`src/rtl/mc_control_fsm.sv`:
```
// Multi-cycle control sequencer for the 16-bit CPU: fetch/decode/execute/memory/writeback,
// with PC controls, memory handshake, datapath enables and a retired-instruction counter.
module mc_control_fsm #(
  parameter int unsigned CNT_W = 16
) (
  input  logic             clk,
  input  logic             reset,
  input  logic [15:0]      instr,
  input  logic             zero,
  input  logic             mem_ack,
  input  logic             resume,
  output logic             mem_req,
  output logic             mem_we,
  output logic             ir_load,
  output logic             inc_PC,
  output logic             pc_src,
  output logic             halt,
  output logic             reg_we,
  output logic [2:0]       alu_op,
  output logic             alu_src_imm,
  output logic             wb_sel,
  output logic             illegal,
  output logic [2:0]       state,
  output logic [CNT_W-1:0] retired
);

  typedef enum logic [2:0] {
    StFetch  = 3'd0,
    StDecode = 3'd1,
    StExec   = 3'd2,
    StMem    = 3'd3,
    StWb     = 3'd4,
    StHalt   = 3'd7
  } state_e;

  typedef enum logic [3:0] {
    OpNop  = 4'h0,
    OpAdd  = 4'h1,
    OpSub  = 4'h2,
    OpAnd  = 4'h3,
    OpOr   = 4'h4,
    OpXor  = 4'h5,
    OpAddi = 4'h6,
    OpLd   = 4'h7,
    OpSt   = 4'h8,
    OpBeq  = 4'h9,
    OpBne  = 4'hA,
    OpJmp  = 4'hB,
    OpIllC = 4'hC,
    OpIllD = 4'hD,
    OpIllE = 4'hE,
    OpHlt  = 4'hF
  } opcode_e;

  state_e           state_q, state_d;
  logic [CNT_W-1:0] retired_q;
  logic             illegal_q;
  logic             retire;
  logic             set_illegal;
  opcode_e          op;

  assign op = opcode_e'(instr[15:12]);

  // Operand/immediate fields are consumed by the datapath, not here.
  logic unused_instr;
  assign unused_instr = ^instr[11:0];

  always_comb begin
    state_d     = state_q;
    retire      = 1'b0;
    set_illegal = 1'b0;
    mem_req     = 1'b0;
    mem_we      = 1'b0;
    ir_load     = 1'b0;
    inc_PC      = 1'b0;
    pc_src      = 1'b0;
    halt        = 1'b0;
    reg_we      = 1'b0;
    alu_op      = 3'd0;
    alu_src_imm = 1'b0;
    wb_sel      = 1'b0;

    case (state_q)
      StFetch: begin
        mem_req = 1'b1;
        if (mem_ack) begin
          ir_load = 1'b1;
          inc_PC  = 1'b1;
          state_d = StDecode;
        end
      end
      StDecode: state_d = StExec;
      StExec: begin
        case (op)
          OpAdd, OpSub, OpAnd, OpOr, OpXor: begin
            alu_op  = instr[14:12] - 3'd1;
            state_d = StWb;
          end
          OpAddi: begin
            alu_src_imm = 1'b1;
            state_d     = StWb;
          end
          // Effective address is rs + imm through the ALU.
          OpLd, OpSt: begin
            alu_src_imm = 1'b1;
            state_d     = StMem;
          end
          OpBeq: begin
            alu_op  = 3'd1;
            pc_src  = zero;
            state_d = StFetch;
            retire  = 1'b1;
          end
          OpBne: begin
            alu_op  = 3'd1;
            pc_src  = ~zero;
            state_d = StFetch;
            retire  = 1'b1;
          end
          OpJmp: begin
            pc_src  = 1'b1;
            state_d = StFetch;
            retire  = 1'b1;
          end
          OpNop: begin
            state_d = StFetch;
            retire  = 1'b1;
          end
          OpHlt: begin
            state_d = StHalt;
            retire  = 1'b1;
          end
          default: begin
            set_illegal = 1'b1;
            state_d     = StHalt;
          end
        endcase
      end
      StMem: begin
        mem_req = 1'b1;
        mem_we  = (op == OpSt);
        if (mem_ack) begin
          if (op == OpSt) begin
            state_d = StFetch;
            retire  = 1'b1;
          end else begin
            state_d = StWb;
          end
        end
      end
      StWb: begin
        reg_we  = 1'b1;
        wb_sel  = (op == OpLd);
        state_d = StFetch;
        retire  = 1'b1;
      end
      StHalt: begin
        halt = 1'b1;
        if (resume) state_d = StFetch;
      end
      default: state_d = StFetch;
    endcase
  end

  always_ff @(posedge clk) begin
    if (reset) begin
      state_q   <= StFetch;
      retired_q <= '0;
      illegal_q <= 1'b0;
    end else begin
      state_q <= state_d;
      if (retire)      retired_q <= retired_q + CNT_W'(1);
      if (set_illegal) illegal_q <= 1'b1;
    end
  end

  assign state   = state_q;
  assign retired = retired_q;
  assign illegal = illegal_q;

endmodule

```
`config.mk`:
```
export PLATFORM = sky130hd
export DESIGN_NAME = mc_control_fsm
export DESIGN_NICKNAME = d
export VERILOG_FILES = /design/src/rtl/mc_control_fsm.sv
export SDC_FILE = /design/constraint.sdc
export NUM_CORES = 1
export LEC_CHECK = 0
export BUFFER_PORTS_ARGS = -buffer_cell sky130_fd_sc_hd__clkbuf_2
export CORE_AREA = 2 2 52 102
export DETAILED_ROUTE_END_ITERATION = 12
export DIE_AREA = 0 0 54 104
export PLACE_DENSITY = 0.49
export REMOVE_ABC_BUFFERS = 1
export SYNTH_ARGS = -nofsm -noshare
export SYNTH_HDL_FRONTEND = slang
export SYNTH_SLANG_ARGS = --single-unit
```
`constraint.sdc`:
```
create_clock -name clk -period 4.4 [get_ports clk]
set_input_delay 0.88 -clock clk [delete_from_list [all_inputs] [get_ports clk]]
set_output_delay 0.88 -clock clk [all_outputs]
set_load 0.01 [all_outputs]
```
==> results.ini, run 1 <==
[global_routing]
grt_use_total_pct = 13.1
antenna_found_initial = 0
grt_pass1_vias = 1292
grt_start_max_net_pins = 21
grt_overflow_total = 0
grt_pass1_wl_um = 5710

[cells_and_area]
area_delta_synth_final_pct = 19.1
fin_cells = 275
nNetsFinal = 246
drive_above_1_share_pct = 25.2
diodes = 0

[drt]
wire_per_inst_um = 13.0
top_layer = met4
drc = 0
final_antenna_net_count = 0
firstDrtPassIters = 4
via_count = 1442
drt-initial-drc-count = 27
met2WireLength_um = 1950
vias_per_cell = 5.24
met3_length_um = 126
wl_met1_um = 1410
wirelength_um = 3570

[critical_path]
crit_buf_inv = 3
max_stage_delay_ns = 0.39
cp_slowest_cell = or3_1
worstSetupPathType = input port to output pin
crit_path_max_fanout = 9
reg2reg_slack_ns = 2.27
ff2ff_path_depth = 5
r2r-start = state[0]$_SDFFE_PP0P_
start_kind = input port
rr_endpoint = retired[12]$_SDFFE_PP0P_
cp_top_family = simple AND/OR/NAND/NOR gates
critPathCaptureType = output pin
required_ns = 3.52
crit_arrival_ns = 2.35
crit_chain = clkbuf_2, inv_1, ha_1, or3_1, a21oi_1, nor2_1, a21oi_1, nor2_1, clkbuf_2

[power]
ir_worst_vdd_uv = 118
pwr_density_cell_nw_per_um2 = 243
p_leak_nw = 0.668

[timing]
setup_viol = 0
fin_ws_ns = 1.17
rsz0062_at_grt = false
tns_ns = 0
slew_headroom_pct = 62.1
slew_violations = 0
fin_crit_ns = 3.23
fin_skew_ns = 0.00139
hold_viol = 0
post-route-period-util_pct = 73.3
fin_hold_ws_ns = 0.487
worstMarginPinSlew_ns = 0.564
fmax_ghz = 0.310

[floorplanning]
core_um2 = 4860
initial_core_util_pct = 28.8
ios = 53
fp.dieArea_um2 = 5620
num_rows = 36
die_w_um = 54
fp.dieH_um = 104

[synth]
synthCells = 185
seq_area_frac_synth_pct = 28.6
synth_ff_type = dfxtp_1
synth-edff-count = 0
synth.cell_area_um2 = 1400
ys_async_sr_fraction_pct = 0
syn_area_per_cell_um2 = 7.56
ys_types = 49
ys.warnings.count = 0
synth-seq-cells = 20

[placement]
dpl_worst_slack_ns = 1.16
hpwl_um = 2820
gp_congestion = 0.726
numPortBuffers = 40
dpl.cell_count = 271

[clock_tree]
clk_pin_slew_ns = 0.08
cts-buffers-inserted = 3
cts_setup_buffers = 0
cts_buffer_depth = 2
cts_sinks = 20
cts_hold_buf = 0
cts_root_buffer = clkbuf_8
h-tree-depth = 1
cts_resized = 0
cts_tree = built
clkLatencyLatePin_ns = 0.26

[min_path]
hold_class = register to register
min_from = retired[15]$_SDFFE_PP0P_
hold-path-cell-count = 2
min_to = retired[15]$_SDFFE_PP0P_

[flow_run]
drv_cap = 0

[outcome]
outcome = finished, final reports clean

[state kept, by name (all words and copies together) (netlist names)]
signal and count:
state 3, retired 16, illegal 1
[worst max path at each step]
| stage | cells after the start | slack [ns] | start | endpoint |
|---|---|---|---|---|
| final | 9 | 1.17 | instr[12] | alu_op[0] |
| after global placement | 9 | 1.16 | instr[12] | alu_op[0] |
| after detailed placement | 9 | 1.16 | instr[12] | alu_op[0] |
| after CTS | 9 | 1.16 | instr[12] | alu_op[0] |
| after global routing | 9 | 1.05 | instr[12] | alu_op[0] |
| after floorplan | 7 | 1.53 | instr[12] | alu_op[0] |
[report_power, final]
| group | switching [W] | internal [W] |
|---|---|---|
| sequential | 0.00000730 | 0.000184 |
| clock | 0.0000641 | 0.0000797 |
| combinational | 0.0000418 | 0.0000271 |
| total | 0.000113 | 0.000291 |
[cells by family after synthesis]
logic type | synth area share (%)
buf+inv | 6.98
compound gates | 25.8
xor+xnor | 2.50
mux | 0.716
simple gates | 30.1
fa+ha+maj | 5.37
flops | 28.6
[layout by cell type (no fill, tap or decap), drive strengths merged, types with 3 or more instances in the layout]
| master | Yosys | final |
|---|---|---|
| a22oi | 3 | 3 |
| or3 | 11 | 11 |
| nor2 | 19 | 19 |
| or4 | 3 | 3 |
| nand2 | 13 | 13 |
| ha | 6 | 6 |
| o21ai | 14 | 14 |
| nand3 | 5 | 5 |
| o31ai | 5 | 5 |
| a21oi | 22 | 22 |
| clkbuf | 5 | 44 |
| dfxtp | 20 | 20 |
| nor2b | 3 | 3 |
| xnor2 | 3 | 3 |
| inv | 10 | 10 |
| nor3 | 11 | 11 |
[routing by layer]
layer	global-route usage, %	up-vias
li1	-	726
met1	13.6	672
met2	24.3	38
met3	0.575	6
met4	6.96	0
met5	0	-
[through the flow]
step | instance area (µm²) | power (W) | utilization [%]
floorplan | 1340 | 0.000237 | -
global placement | 1610 | 0.000265 | 33.1
detailed placement | 1610 | 0.000266 | 33.1
CTS | 1670 | 0.000411 | 34.2
global route | 1670 | 0.000424 | 34.2
finish | 1670 | 0.000404 | 34.2
[Yosys cell counts, types with 3 or more instances]
library cell / count / share of area [%]
nand2_1: 13 / 3.5
or4_1: 3 / 1.6
ha_1: 6 / 5.4
xnor2_1: 3 / 1.9
nand3_1: 5 / 1.8
nor2b_1: 3 / 1.3
o21ai_0: 11 / 3.9
clkbuf_1: 5 / 1.3
inv_1: 10 / 2.7
o21ai_1: 3 / 1.1
nor3_1: 10 / 3.6
o31ai_1: 3 / 1.6
nor2_1: 18 / 4.8
dfxtp_1: 20 / 29
a21oi_1: 21 / 7.5
or3_1: 11 / 4.9
[final cells by class]
type | count | area [µm²]
Multi-Input combinational cell | 144 | 901
Tap cell | 57 | 71.3
Sequential cell | 20 | 400
Inverter | 10 | 37.5
Timing Repair Buffer | 40 | 200
Clock buffer | 4 | 55.1
Fill cell | 557 | 3200
[worst reg2reg max path, stage by stage (launching register included)]
cell	delay (ns)
dfxtp_1	0.59
nand2_1	0.24
o31ai_4	0.40
a22oi_4	0.18
or4_1	0.50
a21oi_1	0.15
Note: power is estimated with default switching activity, not from simulation.
==> inputs of run 2 (changes only) <==
clock period = 3.1 ns   (was 4.4 ns; I/O delays follow)
==> run 2 against run 1 <==
Net effect: clock power increased by 38%; worst hold slack got worse by 0.0014 ns; combinational power increased by 43%.
==> results.ini, run 2 (synthesis results as in run 1) <==
[timing]
slew_headroom_pct = 64.7  ; +2.6 points
fin_skew_ns = 0.00542  ; +0.00403 ns
post-route-period-util_pct = 87.1
fin_hold_ws_ns = 0.485  ; -0.00136 ns
tns_ns = 0  ; unchanged
setup_viol = 0  ; unchanged
slew_violations = 0  ; unchanged
worstMarginPinSlew_ns = 0.525  ; -0.0386 ns
fin_crit_ns = 2.70
rsz0062_at_grt = false
hold_viol = 0  ; unchanged
fin_ws_ns = 0.401  ; -0.772 ns
fmax_ghz = 0.371

[cells_and_area]
final_util_pct = 34.2  ; unchanged
area_delta_synth_final_pct = 19.1  ; unchanged
drive_above_1_share_pct = 25.2  ; unchanged
fillCellCount = 552  ; -0.90%
nNetsFinal = 246  ; unchanged
seqCellArea_um2 = 400  ; unchanged
diodes = 0  ; unchanged
layout_commonest_cell = clkbuf_2
layout_common_cells = clkbuf_2 (40), a21oi_1 (21), dfxtp_1 (20)
multi_input_comb_area_um2 = 901  ; unchanged
largest_reg_flops = 16  ; unchanged

[critical_path]
reg2reg_slack_ns = 0.95  ; -1.32 ns
crit_chain = clkbuf_2, inv_1, ha_1, or3_1, a21oi_1, nor2_1, a21oi_1, nor2_1, clkbuf_2
r2r-start = state[0]$_SDFFE_PP0P_
startpoint = instr[12]
ff2ff_path_depth = 5  ; unchanged
cp_top_family = simple AND/OR/NAND/NOR gates
crit_arrival_ns = 2.08  ; -0.27 ns
cp_slowest_cell = or3_1
crit_cells = 9  ; unchanged
worstSetupPathType = input port to output pin
start_kind = input port
max_stage_delay_ns = 0.39  ; about the same
crit_path_max_fanout = 9  ; unchanged
critPathCaptureType = output pin
crit_path_end = alu_op[0]
crit_buf_inv = 3  ; unchanged
rr_endpoint = retired[12]$_SDFFE_PP0P_
required_ns = 2.48  ; -1.04 ns

[power]
ir_worst_vdd_uv = 190  ; +61%
p_total_w = 0.000569  ; +41%
pwr_density_cell_nw_per_um2 = 341  ; +41%
p_leak_nw = 0.668  ; unchanged

[floorplanning]
die_w_um = 54  ; unchanged
fp.dieH_um = 104  ; unchanged
ios = 53  ; unchanged
fp.dieArea_um2 = 5620  ; unchanged
num_rows = 36  ; unchanged
initial_core_util_pct = 28.8  ; unchanged
core_um2 = 4860  ; unchanged

[global_routing]
grt_start_max_net_pins = 21  ; unchanged
antenna_found_initial = 0  ; unchanged
grt_overflow_total = 0  ; unchanged
grt_pass1_vias = 1272  ; -1.5%
grt_pass1_wl_um = 5820  ; +1.9%
grt_use_total_pct = 13.3  ; +0.15 points

[clock_tree]
cts_setup_buffers = 0  ; unchanged
cts_root_buffer = clkbuf_8
cts_resized = 0  ; unchanged
cts_buffer_depth = 2  ; unchanged
cts_sinks = 20  ; unchanged
clkLatencyLatePin_ns = 0.26  ; about the same
cts_hold_buf = 0  ; unchanged
cts_tree = built
cts-buffers-inserted = 3  ; unchanged
h-tree-depth = 1  ; unchanged
clk_pin_slew_ns = 0.07  ; about the same

[drt]
firstDrtPassIters = 4  ; unchanged
drc = 0  ; unchanged
drt-initial-drc-count = 23  ; -15%
vias_per_cell = 5.20  ; -0.90%
final_antenna_net_count = 0  ; unchanged
wire_per_inst_um = 13.2  ; +1.8%
via_count = 1429  ; -0.90%
wirelength_um = 3630  ; +1.8%

[outcome]
outcome = finished, final reports clean

[placement]
dpl_worst_slack_ns = 0.404  ; -0.760 ns
numPortBuffers = 40  ; unchanged
gp_congestion = 0.746  ; +2.7%
hpwl_um = 2870  ; +1.5%

[min_path]
hold_class = register to register

[flow_run]
drv_cap = 0  ; unchanged

==> run 2: cell counts in the layout (fill, tap and decap cells not counted) <==
Identical to the previous run, type by type.
==> run 2: stage by stage <==
step	std cells	cell area, µm²
6_report	275	1670
5_1_grt	275	1670
4_1_cts	275	1670
3_5_place_dp	271	1610
3_3_place_gp	271	1610
2_1_floorplan	174	1340
==> run 2: cell type report <==
type | instances | area share, %
multi-input cells | 144 | 54.1
repair buffers | 40 | 12.0
flip-flops and latches | 20 | 24.0
well taps | 57 | 4.28
inverters | 10 | 2.25
clock buffers | 4 | 3.31
==> run 2: worst min path at each step <==
| stage | startpoint | endpoint | slack (ns) | cells past startpoint |
|---|---|---|---|---|
| floorplan | retired[15]$_SDFFE_PP0P_ | retired[15]$_SDFFE_PP0P_ | 0.50 | 2 |
| global placement | illegal$_SDFFE_PP0P_ | illegal$_SDFFE_PP0P_ | 0.47 | 2 |
| detailed placement | illegal$_SDFFE_PP0P_ | illegal$_SDFFE_PP0P_ | 0.47 | 2 |
| CTS | illegal$_SDFFE_PP0P_ | illegal$_SDFFE_PP0P_ | 0.50 | 2 |
| global route | illegal$_SDFFE_PP0P_ | illegal$_SDFFE_PP0P_ | 0.51 | 2 |
| finish | illegal$_SDFFE_PP0P_ | illegal$_SDFFE_PP0P_ | 0.49 | 2 |
==> run 2: worst register-to-register path: stages, from the launching register on <==
cell and delay (ns):
dfxtp_1 0.60, nand2_1 0.25, o31ai_4 0.41, a22oi_4 0.18, or4_1 0.49, a21oi_1 0.15
==> run 2: metal layers <==
layer | vias to the layer above | track usage (%) | wire length (µm)
met5 | - | 0 | 0
met4 | 0 | 5.36 | 61
met3 | 4 | 0.718 | 118
met2 | 29 | 25.7 | 2030
met1 | 668 | 13.4 | 1420
li1 | 728 | - | -
==> run 2: power breakdown <==
group / switching, W / total, W / internal, W / leakage (nW)
Clock: 0.0000859 / 0.000199 / 0.000113 / 0.0288
Sequential: 0.0000105 / 0.000271 / 0.000261 / 0.162
Combinational: 0.0000598 / 0.0000983 / 0.0000385 / 0.478
